### src/rtl/bldc_commutator.sv
// rtl/bldc_commutator.sv - six-step BLDC commutation sequencer with hall filter, dead time and fault latch
module bldc_commutator #(
    parameter int DUTY_CYCLE_WIDTH = 10,
    parameter int HALL_FILTER      = 4,
    parameter int DEAD_TIME        = 16,
    parameter int STALL_WIDTH      = 20
) (
    input  logic                        clock,
    input  logic                        reset_n,
    input  logic                        enable,
    input  logic                        direction,
    input  logic [DUTY_CYCLE_WIDTH-1:0] duty_cycle,
    input  logic [2:0]                  hall,
    input  logic                        fault_clear,
    output logic [DUTY_CYCLE_WIDTH-1:0] duty_a,
    output logic [DUTY_CYCLE_WIDTH-1:0] duty_b,
    output logic [DUTY_CYCLE_WIDTH-1:0] duty_c,
    output logic                        high_z_a,
    output logic                        high_z_b,
    output logic                        high_z_c,
    output logic                        commutate,
    output logic                        fault,
    output logic [1:0]                  state
);

    typedef enum logic [1:0] {
        ST_IDLE  = 2'd0,
        ST_DEAD  = 2'd1,
        ST_DRIVE = 2'd2,
        ST_FAULT = 2'd3
    } state_t;

    // Phase indices; PH_NONE marks "no phase" for invalid hall codes.
    localparam logic [1:0] PH_A    = 2'd0;
    localparam logic [1:0] PH_B    = 2'd1;
    localparam logic [1:0] PH_C    = 2'd2;
    localparam logic [1:0] PH_NONE = 2'd3;

    localparam logic [3:0]             FILT_LEN  = 4'(HALL_FILTER);
    localparam logic [7:0]             DEAD_LOAD = 8'(DEAD_TIME);
    localparam logic [STALL_WIDTH-1:0] STALL_MAX = '1;

    // Returns {pwm_phase, low_phase}; reverse simply swaps the two roles.
    function automatic logic [3:0] role_sel(input logic [2:0] code, input logic dir);
        logic [1:0] pwm;
        logic [1:0] low;
        case (code)
            3'b101:  begin pwm = PH_A; low = PH_B; end
            3'b100:  begin pwm = PH_A; low = PH_C; end
            3'b110:  begin pwm = PH_B; low = PH_C; end
            3'b010:  begin pwm = PH_B; low = PH_A; end
            3'b011:  begin pwm = PH_C; low = PH_A; end
            3'b001:  begin pwm = PH_C; low = PH_B; end
            default: begin pwm = PH_NONE; low = PH_NONE; end
        endcase
        return dir ? {low, pwm} : {pwm, low};
    endfunction

    logic [2:0]                  hall_s1_q, hall_s1_d;
    logic [2:0]                  hall_s2_q, hall_s2_d;
    logic [2:0]                  hall_cand_q, hall_cand_d;
    logic [3:0]                  filt_cnt_q, filt_cnt_d;
    logic [2:0]                  hall_filt_q, hall_filt_d;
    state_t                      state_q, state_d;
    logic [7:0]                  dead_cnt_q, dead_cnt_d;
    logic [STALL_WIDTH-1:0]      stall_q, stall_d;
    logic [STALL_WIDTH-1:0]      stall_next;
    logic [2:0]                  role_hall_q, role_hall_d;
    logic                        role_dir_q, role_dir_d;
    logic                        commutate_q, commutate_d;
    logic                        fault_q, fault_d;
    logic [DUTY_CYCLE_WIDTH-1:0] duty_a_q, duty_a_d;
    logic [DUTY_CYCLE_WIDTH-1:0] duty_b_q, duty_b_d;
    logic [DUTY_CYCLE_WIDTH-1:0] duty_c_q, duty_c_d;
    logic                        high_z_a_q, high_z_a_d;
    logic                        high_z_b_q, high_z_b_d;
    logic                        high_z_c_q, high_z_c_d;
    logic                        hall_valid;
    logic                        drive_next;
    logic [1:0]                  role_pwm;
    logic [1:0]                  role_low;

    // Hall synchronizer and run-length filter: accept a new code once it has been stable long enough.
    always_comb begin
        hall_s1_d   = hall;
        hall_s2_d   = hall_s1_q;
        hall_cand_d = hall_s2_q;
        hall_filt_d = hall_filt_q;
        if (hall_s2_q == hall_cand_q) begin
            filt_cnt_d = (filt_cnt_q == 4'hF) ? filt_cnt_q : filt_cnt_q + 4'd1;
        end else begin
            filt_cnt_d = 4'd1;
        end
        if ((hall_s2_q != hall_filt_q) && (filt_cnt_d >= FILT_LEN)) begin
            hall_filt_d = hall_s2_q;
        end
    end

    assign hall_valid = (hall_filt_q != 3'b000) && (hall_filt_q != 3'b111);

    // Stall counter candidate value: cleared by zero duty, saturating otherwise.
    always_comb begin
        stall_next = '0;
        if (duty_cycle != '0) begin
            stall_next = (stall_q == STALL_MAX) ? stall_q : stall_q + 1'b1;
        end
    end

    // Sequencer next state; fault conditions outrank enable, which outranks commutation.
    always_comb begin
        state_d     = state_q;
        dead_cnt_d  = dead_cnt_q;
        stall_d     = stall_q;
        role_hall_d = role_hall_q;
        role_dir_d  = role_dir_q;
        commutate_d = 1'b0;
        case (state_q)
            ST_IDLE: begin
                if (enable && hall_valid) begin
                    state_d    = ST_DEAD;
                    dead_cnt_d = DEAD_LOAD;
                end
            end
            ST_DEAD: begin
                if (!hall_valid) begin
                    state_d = ST_FAULT;
                end else if (!enable) begin
                    state_d = ST_IDLE;
                end else begin
                    dead_cnt_d = dead_cnt_q - 8'd1;
                    if (dead_cnt_q == 8'd1) begin
                        state_d     = ST_DRIVE;
                        role_hall_d = hall_filt_q;
                        role_dir_d  = direction;
                        stall_d     = '0;
                    end
                end
            end
            ST_DRIVE: begin
                stall_d = stall_next;
                if (!hall_valid || (stall_next == STALL_MAX)) begin
                    state_d = ST_FAULT;
                end else if (!enable) begin
                    state_d = ST_IDLE;
                end else if ((hall_filt_q != role_hall_q) || (direction != role_dir_q)) begin
                    state_d     = ST_DEAD;
                    dead_cnt_d  = DEAD_LOAD;
                    commutate_d = 1'b1;
                end
            end
            default: begin
                if (fault_clear && !enable) begin
                    state_d = ST_IDLE;
                end
            end
        endcase
    end

    // Phase driver outputs for the coming cycle; only DRIVE ever un-floats a phase.
    always_comb begin
        {role_pwm, role_low} = role_sel(role_hall_d, role_dir_d);
        drive_next = (state_d == ST_DRIVE);
        fault_d    = (state_d == ST_FAULT);
        duty_a_d   = (drive_next && (role_pwm == PH_A)) ? duty_cycle : '0;
        duty_b_d   = (drive_next && (role_pwm == PH_B)) ? duty_cycle : '0;
        duty_c_d   = (drive_next && (role_pwm == PH_C)) ? duty_cycle : '0;
        high_z_a_d = !(drive_next && ((role_pwm == PH_A) || (role_low == PH_A)));
        high_z_b_d = !(drive_next && ((role_pwm == PH_B) || (role_low == PH_B)));
        high_z_c_d = !(drive_next && ((role_pwm == PH_C) || (role_low == PH_C)));
    end

    // State and output registers; reset floats every phase immediately.
    always_ff @(posedge clock or negedge reset_n) begin
        if (!reset_n) begin
            hall_s1_q   <= 3'b000;
            hall_s2_q   <= 3'b000;
            hall_cand_q <= 3'b000;
            filt_cnt_q  <= 4'd0;
            hall_filt_q <= 3'b000;
            state_q     <= ST_IDLE;
            dead_cnt_q  <= 8'd0;
            stall_q     <= '0;
            role_hall_q <= 3'b000;
            role_dir_q  <= 1'b0;
            commutate_q <= 1'b0;
            fault_q     <= 1'b0;
            duty_a_q    <= '0;
            duty_b_q    <= '0;
            duty_c_q    <= '0;
            high_z_a_q  <= 1'b1;
            high_z_b_q  <= 1'b1;
            high_z_c_q  <= 1'b1;
        end else begin
            hall_s1_q   <= hall_s1_d;
            hall_s2_q   <= hall_s2_d;
            hall_cand_q <= hall_cand_d;
            filt_cnt_q  <= filt_cnt_d;
            hall_filt_q <= hall_filt_d;
            state_q     <= state_d;
            dead_cnt_q  <= dead_cnt_d;
            stall_q     <= stall_d;
            role_hall_q <= role_hall_d;
            role_dir_q  <= role_dir_d;
            commutate_q <= commutate_d;
            fault_q     <= fault_d;
            duty_a_q    <= duty_a_d;
            duty_b_q    <= duty_b_d;
            duty_c_q    <= duty_c_d;
            high_z_a_q  <= high_z_a_d;
            high_z_b_q  <= high_z_b_d;
            high_z_c_q  <= high_z_c_d;
        end
    end

    assign duty_a    = duty_a_q;
    assign duty_b    = duty_b_q;
    assign duty_c    = duty_c_q;
    assign high_z_a  = high_z_a_q;
    assign high_z_b  = high_z_b_q;
    assign high_z_c  = high_z_c_q;
    assign commutate = commutate_q;
    assign fault     = fault_q;
    assign state     = state_q;

endmodule

### config.mk
export PLATFORM = sky130hd
export DESIGN_NAME = bldc_commutator
export DESIGN_NICKNAME = d
export VERILOG_FILES = /design/src/rtl/bldc_commutator.sv
export SDC_FILE = /design/constraint.sdc
export NUM_CORES = 1
export LEC_CHECK = 0
export BUFFER_PORTS_ARGS = -buffer_cell sky130_fd_sc_hd__buf_4
export CAP_MARGIN = 5
export CORE_MARGIN = 1.5
export CORE_UTILIZATION = 52
export CTS_CLUSTER_DIAMETER = 200
export CTS_CLUSTER_SIZE = 40
export DETAILED_ROUTE_END_ITERATION = 10
export GPL_TIMING_DRIVEN = 0
export PLACE_DENSITY = 0.76
export REMOVE_ABC_BUFFERS = 1
export SYNTH_ARGS = -nofsm -noshare
export SYNTH_HDL_FRONTEND = slang
export SYNTH_SLANG_ARGS = --single-unit
### constraint.sdc
create_clock -name clock -period 2.8 [get_ports clock]
set_input_delay 0.56 -clock clock [delete_from_list [all_inputs] [get_ports clock]]
set_output_delay 0.56 -clock clock [all_outputs]
set_load 0.005 [all_outputs]
==> impl_results.md, run 1 <==
- Slew Viols, Final: 0
- Max_slew headroom: 30.22%
- CP max stage cell: or4_4
- Count of final setup violators: 0
- Grt ovf: 0
- LEAKAGE: 2.322 nW
- Placed Instance Area: 4672 sq um
- Layout cells sized above 1: between 30% and 40%
- Clk buf depth: 2
- Worst Hold Class: input pin to flip-flop
- # Max-Cap Violations: 0
- Final Hold Viols: 0
- Vias/cell: 6.374
- Post-route ant nets: 0
- Post-place setup slack: -0.5140 ns
- Dpl cells: 570
- Register area share after synthesis: 50.82%
- Port-buffer cells: 54
- GRT Util Overall: 28.19%
- CP peak stage delay: 0.46 ns
- CP bufs+invs: 2
- Largest net degree at the start of global routing: 86
- VDD IR max: 0.0003473 V
- Nets: about 530
- Mean post-synth cell area: ~9.7 sq um
- CP endpoint kind: flip-flop
- Post-synth EDFFs: 0
- Post-Route WL: 12450 um
- Netlist cell types: 60
- Share of the synthesized area in the top cell type: 48.94%
- Core area: 7767 sq um
- TritonCTS Buffers: 9
- Power density over the cells: 696.5 nW/um^2
- Arr. time, crit path: 3.00 ns
- FILL cells: 553
- FP Rows: 32
- Reg clk slew, reported paths: 0.09 ns
- Top cells by area, synth: dfrtp_1 (49%), nor3_1 (5.1%), o21ai_0 (3.8%)
- Initial antenna violation count: 0
- YS warnings: 0
- Clock Tree Root: clkbuf_8
- Initial Util: 53.98%
- Synth area leader: dfrtp_1
- Setup slack, reg-to-reg: 0.03 ns
- Initial drt markers: 272
- Primary FF master, synth: dfrtp_1
- Min Hold Slack: 0.2988 ns
- H-tree depth: 3
- CP Cell Sequence: ha_4, nand4_4, or4_4, a21oi_2, o221ai_1, or4_4, nor3_4, buf_6, buf_16, nor3_1
- First-pass DRT Iterations: 6
- Crit Path Class: flip-flop to flip-flop
- FF+latch count, synth: 85
- Final setup TNS: 0 ns
- RSZ-0062 raised after global routing: yes
- # hold bufs at CTS: 0
- Delay-heaviest family, CP: simple AND/OR/NAND/NOR gates
- Slew @ Worst Pin: about 1.0 ns
- Run status: complete, no violations
- Antenna Diode Count: 0
- Layout Utilization: 70.68%
- DRC viols: 0
- Dpl hpwl: 6670 um
- Chip height: 92.80 um
- Non-Filler Instances: 618
- Total number of vias: 3939
- Startpoint types: flip-flop
- Layout area overhead: 30.95%
- Async SR Flop Fraction: 100.0%
- Setup ws final: 0.02712 ns
- Max Fclk: 360.6 MHz
- Global-route wire length before repair: about 19000 um
- Tcrit/Tclk final: 99.03%
- Clock latency on the worst-skew pair: approximately 0.36 ns
- CTS tree: done
- Synth Cell Area: 4193 sq um
- Syn Inst Count: 432
- Crit-path most repeated cell: or4_4
- Final Skew: ~0.01 ns
- CP max FO: 15
- Worst EP required: 3.03 ns
- CTS sink count: 85
- Tot Pwr: 3.824 mW
- Die ar.: around 8600 sq um
- Die X: 92.80 um
- DR WL/cell: around 20 um
- Min Tclk post-route: approximately 2.8 ns
- RePlAce Congestion: 0.8418
- I/O pin cnt: 55
- Vias in the first global route: 3674
- Cell area after layout: 5490 sq um
## worst register-to-register path, stage by stage, from the launching register on
cell,delay [ns]
dfrtp_2,0.44
ha_4,0.20
nand4_4,0.18
or4_4,0.46
a21oi_2,0.17
o221ai_1,0.15
or4_4,0.46
nor3_4,0.23
buf_6,0.15
buf_16,0.14
nor3_1,0.08
## final timing paths
check	startpoint	cells past startpoint	end
worst max-delay path	stall_q[1]$_DFFE_PN0P_	10	duty_b[6]$_DFF_PN0_
worst min-delay path	hall[0]	1	hall_s1_q[0]$_DFF_PN0_
worst max register to register	stall_q[1]$_DFFE_PN0P_	10	duty_b[6]$_DFF_PN0_
worst min register to register	hall_s1_q[1]$_DFF_PN0_	0	hall_cand_d[1]$_DFF_PN0_
max in group asynchronous	reset_n	1	stall_q[7]$_DFFE_PN0P_
min in group asynchronous	reset_n	1	filt_cnt_q[0]$_DFF_PN0_
## registers in the layout, indices dropped and copies added (netlist names)
signal and flops:
filt_cnt_q 4, duty_a 10, hall_cand_d 3, dead_cnt_q 8
high_z_c 1, state 2, hall_filt_q 3, hall_s1_q 3
commutate 1, duty_b 10, fault 1, role_dir_q 1
hall_cand_q 3, role_hall_q 3, high_z_b 1, duty_c 10
high_z_a 1, stall_q 20
## cells by family after synthesis
| family | Yosys count | synth area share (%) |
|---|---|---|
| adders and majority gates | 4 | 1.194 |
| DFF | 85 | 50.82 |
| xor gates and xnor gates | 14 | 2.925 |
| and+or+nand+nor | 186 | 23.34 |
| buffers and inverters | 30 | 3.074 |
| muxes | 11 | 2.745 |
| AOI/OAI and AO/OA | 102 | 15.91 |
## synthesized netlist by cell type, drive strengths merged, types with 3 or more instances
master,instances
nand4,11
or4,3
mux2i,7
ha,4
xnor2,7
nor3b,3
buf,10
dfrtp,82
nor3,44
o211ai,4
a31oi,10
xor2,7
clkbuf,9
nand2,37
nor4,7
and3,5
nand2b,8
mux2,4
dfstp,3
a22o,3
and2,4
nand3,15
o21ai,34
a21oi,23
or2,3
inv,11
o221ai,7
nor2,36
o31ai,8
## layout make-up
cell class                 instances  area [sq um]  share of cell area [%]
multi-input combinational        319          2278                   41.50
clock buffer                      10         127.6                   2.325
tap                              102         127.6                   2.325
sequential                        85          2151                   39.17
inverter                          11         41.29                  0.7521
clock inverter                     6         53.80                  0.9799
timing repair buffer              85         710.7                   12.94
## power by group
group	leakage, nW	switching (mW)	internal, mW
logic	1.13	0.932	0.545
clock network	0.0898	0.484	0.340
registers	1.10	0.163	1.36
total	2.32	1.58	2.24
## cells in the final DEF (no fill, tap or decap), types with 5 or more instances in the layout
master / Yosys / layout
a21oi_1: 22 / 22
a31oi_1: 10 / 10
buf_4: 1 / 79
clkbuf_8: 0 / 9
dfrtp_1: 82 / 66
dfrtp_2: 0 / 16
inv_1: 11 / 8
nand2_1: 37 / 36
nand2b_1: 8 / 7
nand3_1: 15 / 12
nand4_1: 9 / 9
nor2_1: 35 / 32
nor3_1: 43 / 33
nor3_2: 1 / 8
o21ai_0: 32 / 30
o221ai_1: 5 / 5
o31ai_1: 8 / 8
xnor2_1: 7 / 7
xor2_1: 7 / 7
## per-layer routing
layer | part of all wire, % | GRT usage, % | up-vias
met5 | 0 | 0 | -
met3 | 5.6 | 5.419 | 36
met4 | 3.2 | 9.470 | 0
li1 | - | - | 1761
met1 | 40 | 35.47 | 1965
met2 | 51 | 48.48 | 177
## what timing repair did
item / in CTS / in global routing
gates resized for setup: 42 / 39
buffers inserted: 9 / 20
pin swaps: 5 / 10
hold endpoints to repair: 0 / 0
cloned: 3 / 0
setup endpoints to repair: 42 / 46
(Power assumes the default switching activity.)
==> run 2: changes to the inputs <==
- CAP_MARGIN: 5 -> 20
- GPL_TIMING_DRIVEN: 0 -> not set
==> run 2 against run 1 <==
Effect of this change: cell count grew 3.4%; flip-flop and latch count is the same; final area shrank 1.1%; hold slack lost 0.20 ns; fmax grew 0.57%; register-to-register slack gained 0.02 ns; wire length shrank 9.9%; count of clock-buffer cells in the layout is the same; critical path depth grew 1; first-iteration DRC count grew 7.0%.
==> impl_results.md, run 2 (synthesized netlist as in run 1, its figures left out) <==
- Post-route ant nets: 0 (unchanged)
- TritonCTS Buffers: 9 (unchanged)
- # Max-Cap Violations: 0 (unchanged)
- Post-place setup slack: -0.01276 ns (was -0.5140 ns)
- DRC viols: 0 (unchanged)
- GRT Util Overall: 25.27% (was 28.19%)
- Run status: complete, no violations (unchanged)
- Comb power frac: 37.8% (was 38.6%)
- Initial antenna violation count: 0 (unchanged)
- Wire length on met2: 5701 um (was 6406 um)
- Clock Tree Root: clkbuf_8 (unchanged)
- Top Metal Used: met4 (unchanged)
- Clk pwr share: 22.2% (was 21.5%)
- Cell internal pwr: 2.236 mW (was 2.245 mW)
- Die X: 92.80 um (unchanged)
- Max reg flops: 20 (unchanged)
- Vias in the first global route: 3630 (was 3674)
- Delay-heaviest family, CP: simple AND/OR/NAND/NOR gates (unchanged)
- Net switching power: 1.434 mW (was 1.580 mW)
- Arr. time, crit path: 2.96 ns (was 3.00 ns)
- CP endpoint kind: flip-flop (unchanged)
- Reg clk slew, reported paths: 0.09 ns (about the same)
- Slew Viols, Final: 0 (unchanged)
- Worst Hold Class: input pin to async pin (was input pin to flip-flop)
- CP max stage cell: or4_4 (unchanged)
- Layout area overhead: 29.45% (was 30.95%)
- Antenna Diode Count: 0 (unchanged)
- Reg-to-Reg Start: stall_q[0]$_DFFE_PN0P_ (was stall_q[1]$_DFFE_PN0P_)
- Layout cells sized above 1: 31.10% (was 35.08%)
- Setup ws final: 0.04292 ns (was 0.02712 ns)
- Tcrit/Tclk final: 98.47% (was 99.03%)
- Core area: 7767 sq um (unchanged)
- Max_slew headroom: 34.19% (was 30.22%)
- Dpl cells: 609 (was 570)
- Total number of vias: 3886 (was 3939)
- CP bufs+invs: 4 (was 2)
- Sw frac: 39.07% (was 41.30%)
- Largest net degree at the start of global routing: 61 (was 86)
- Clock latency on the worst-skew pair: 0.36 ns (about the same)
- Critical path startpoint: stall_q[0]$_DFFE_PN0P_ (was stall_q[1]$_DFFE_PN0P_)
- RePlAce Congestion: 0.9420 (was 0.8418)
- Min Tclk post-route: 2.757 ns (was 2.773 ns)
- Grt ovf: 0 (unchanged)
- Startpoint types: flip-flop (unchanged)
- I/O pin cnt: 55 (unchanged)
- Non-Filler Instances: 639 (was 618)
- H-tree depth: 3 (unchanged)
- CTS sink count: 85 (unchanged)
- Count of final setup violators: 0 (unchanged)
- First-pass DRT Iterations: 5 (was 6)
- Seq pwr share: 40.0% (was 39.8%)
- Commonest non-fill, non-tap cell in the layout: buf_4 (unchanged)
- CP max FO: 15 (unchanged)
- Biggest register: stall_q (unchanged)
- LEAKAGE: 2.417 nW (was 2.322 nW)
- DR WL/cell: 17.56 um (was 20.14 um)
- WL met1: 4712 um (was 4943 um)
- Post-Route WL: 11220 um (was 12450 um)
- Final setup TNS: 0 ns (unchanged)
- Clk buf depth: 2 (unchanged)
- Slew @ Worst Pin: 0.9835 ns (was 1.047 ns)
- Die ar.: 8611 sq um (unchanged)
- Power density over the cells: 676.1 nW/um^2 (was 696.5 nW/um^2)
- Layout Utilization: 69.88% (was 70.68%)
- Worst EP required: 3.01 ns (was 3.03 ns)
- Dpl hpwl: 7493 um (was 6670 um)
- CP peak stage delay: 0.46 ns (about the same)
- Chip height: 92.80 um (unchanged)
- Crit Path Class: flip-flop to flip-flop (unchanged)
- Nets: 554 (was 533)
- Final Hold Viols: 0 (unchanged)
- Wire length on met3: 634 um (was 701 um)
- CTS tree: done (unchanged)
- FP Rows: 32 (unchanged)
- CP Cell Sequence: buf_4, nand3_1, buf_4, o31ai_1, o2111a_1, o221ai_1, or4_4, nor3_4, buf_12, buf_12, nor3_1 (was ha_4, nand4_4, or4_4, a21oi_2, o221ai_1, or4_4, nor3_4, buf_6, buf_16, nor3_1)
- Vias/cell: 6.081 (was 6.374)
- Initial drt markers: 291 (was 272)
- Most frequent cells in the layout: buf_4 (102), dfrtp_1 (77), nor3_1 (40) (was buf_4 (79), dfrtp_1 (66), nand2_1 (36))
- Initial Util: 53.98% (unchanged)
- Port-buffer cells: 54 (unchanged)
- Global-route wire length before repair: 17240 um (was 18680 um)
- VDD IR max: 0.0003394 V (was 0.0003473 V)
- Final Skew: 0.009759 ns (was 0.01020 ns)
- Max Fclk: 362.7 MHz (was 360.6 MHz)
-- run 2: changes by cell type in the layout (fill, tap and decap cells not counted), moves of 5 or more --
| cell | previous run | this run |
|---|---|---|
| dfrtp_2 | 16 | 5 |
| nor3_1 | 33 | 40 |
| dfrtp_1 | 66 | 77 |
| nor3_2 | 8 | 3 |
| buf_4 | 79 | 102 |
-- run 2: power groups by stage --
| stage | Sequential (mW) | Clock, mW | Combinational, mW |
|---|---|---|---|
| final | 1.47 | 0.814 | 1.39 |
| after detailed placement | 1.48 | 0 | 1.24 |
| after floorplan | 1.50 | 0 | 0.699 |
| after CTS | 1.46 | 0.832 | 1.26 |
| after global placement | 1.47 | 0 | 1.19 |
| after global routing | 1.48 | 0.865 | 1.52 |
-- run 2: per-layer routing --
layer  global-route usage, %  up-vias
met3                   3.448       17
met5                       0        -
li1                        -     1791
met1                   33.64     1922
met2                   42.58      156
met4                   8.207        0
-- run 2: layout make-up --
class                   instances  area [sq um]
multi-input cells             318          2078
repair buffers                107         862.1
well taps                     102         127.6
flip-flops and latches         85          2137
fillers                       555          2340
clock buffers                  10         127.6
inverters                      11         41.29
clock inverters                 6         53.80
-- run 2: worst paths after layout --
kind / slack (ns) / cells past startpoint / endpoint
worst max register to register: 0.04 / 11 / duty_b[6]$_DFF_PN0_
min in group clock: 0.31 / 1 / hall_s1_q[2]$_DFF_PN0_
worst min register to register: 0.35 / 0 / hall_cand_d[1]$_DFF_PN0_
worst max-delay path: 0.04 / 11 / duty_b[6]$_DFF_PN0_
worst min-delay path: 0.1 / 1 / filt_cnt_q[2]$_DFF_PN0_
max in group asynchronous: 2.06 / 2 / high_z_a$_DFF_PN1_
-- run 2: timing repair --
item                       4_1_cts  5_1_grt
gates cloned                     0        3
setup endpoints to repair       23       44
buffers inserted                 2        9
gates resized for setup          2       27
pin swaps                        1        5
hold buffers                     0        0
-- run 2: through the flow --
step,hold slack (ns),power [mW],instance area (sq um)
after global routing,0.1123,3.862,5428
after CTS,0.1008,3.546,5166
after global placement,0.3324,2.664,4964
after detailed placement,0.3371,2.719,4964
after floorplan,0.2644,2.194,4105
final,0.09623,3.670,5428
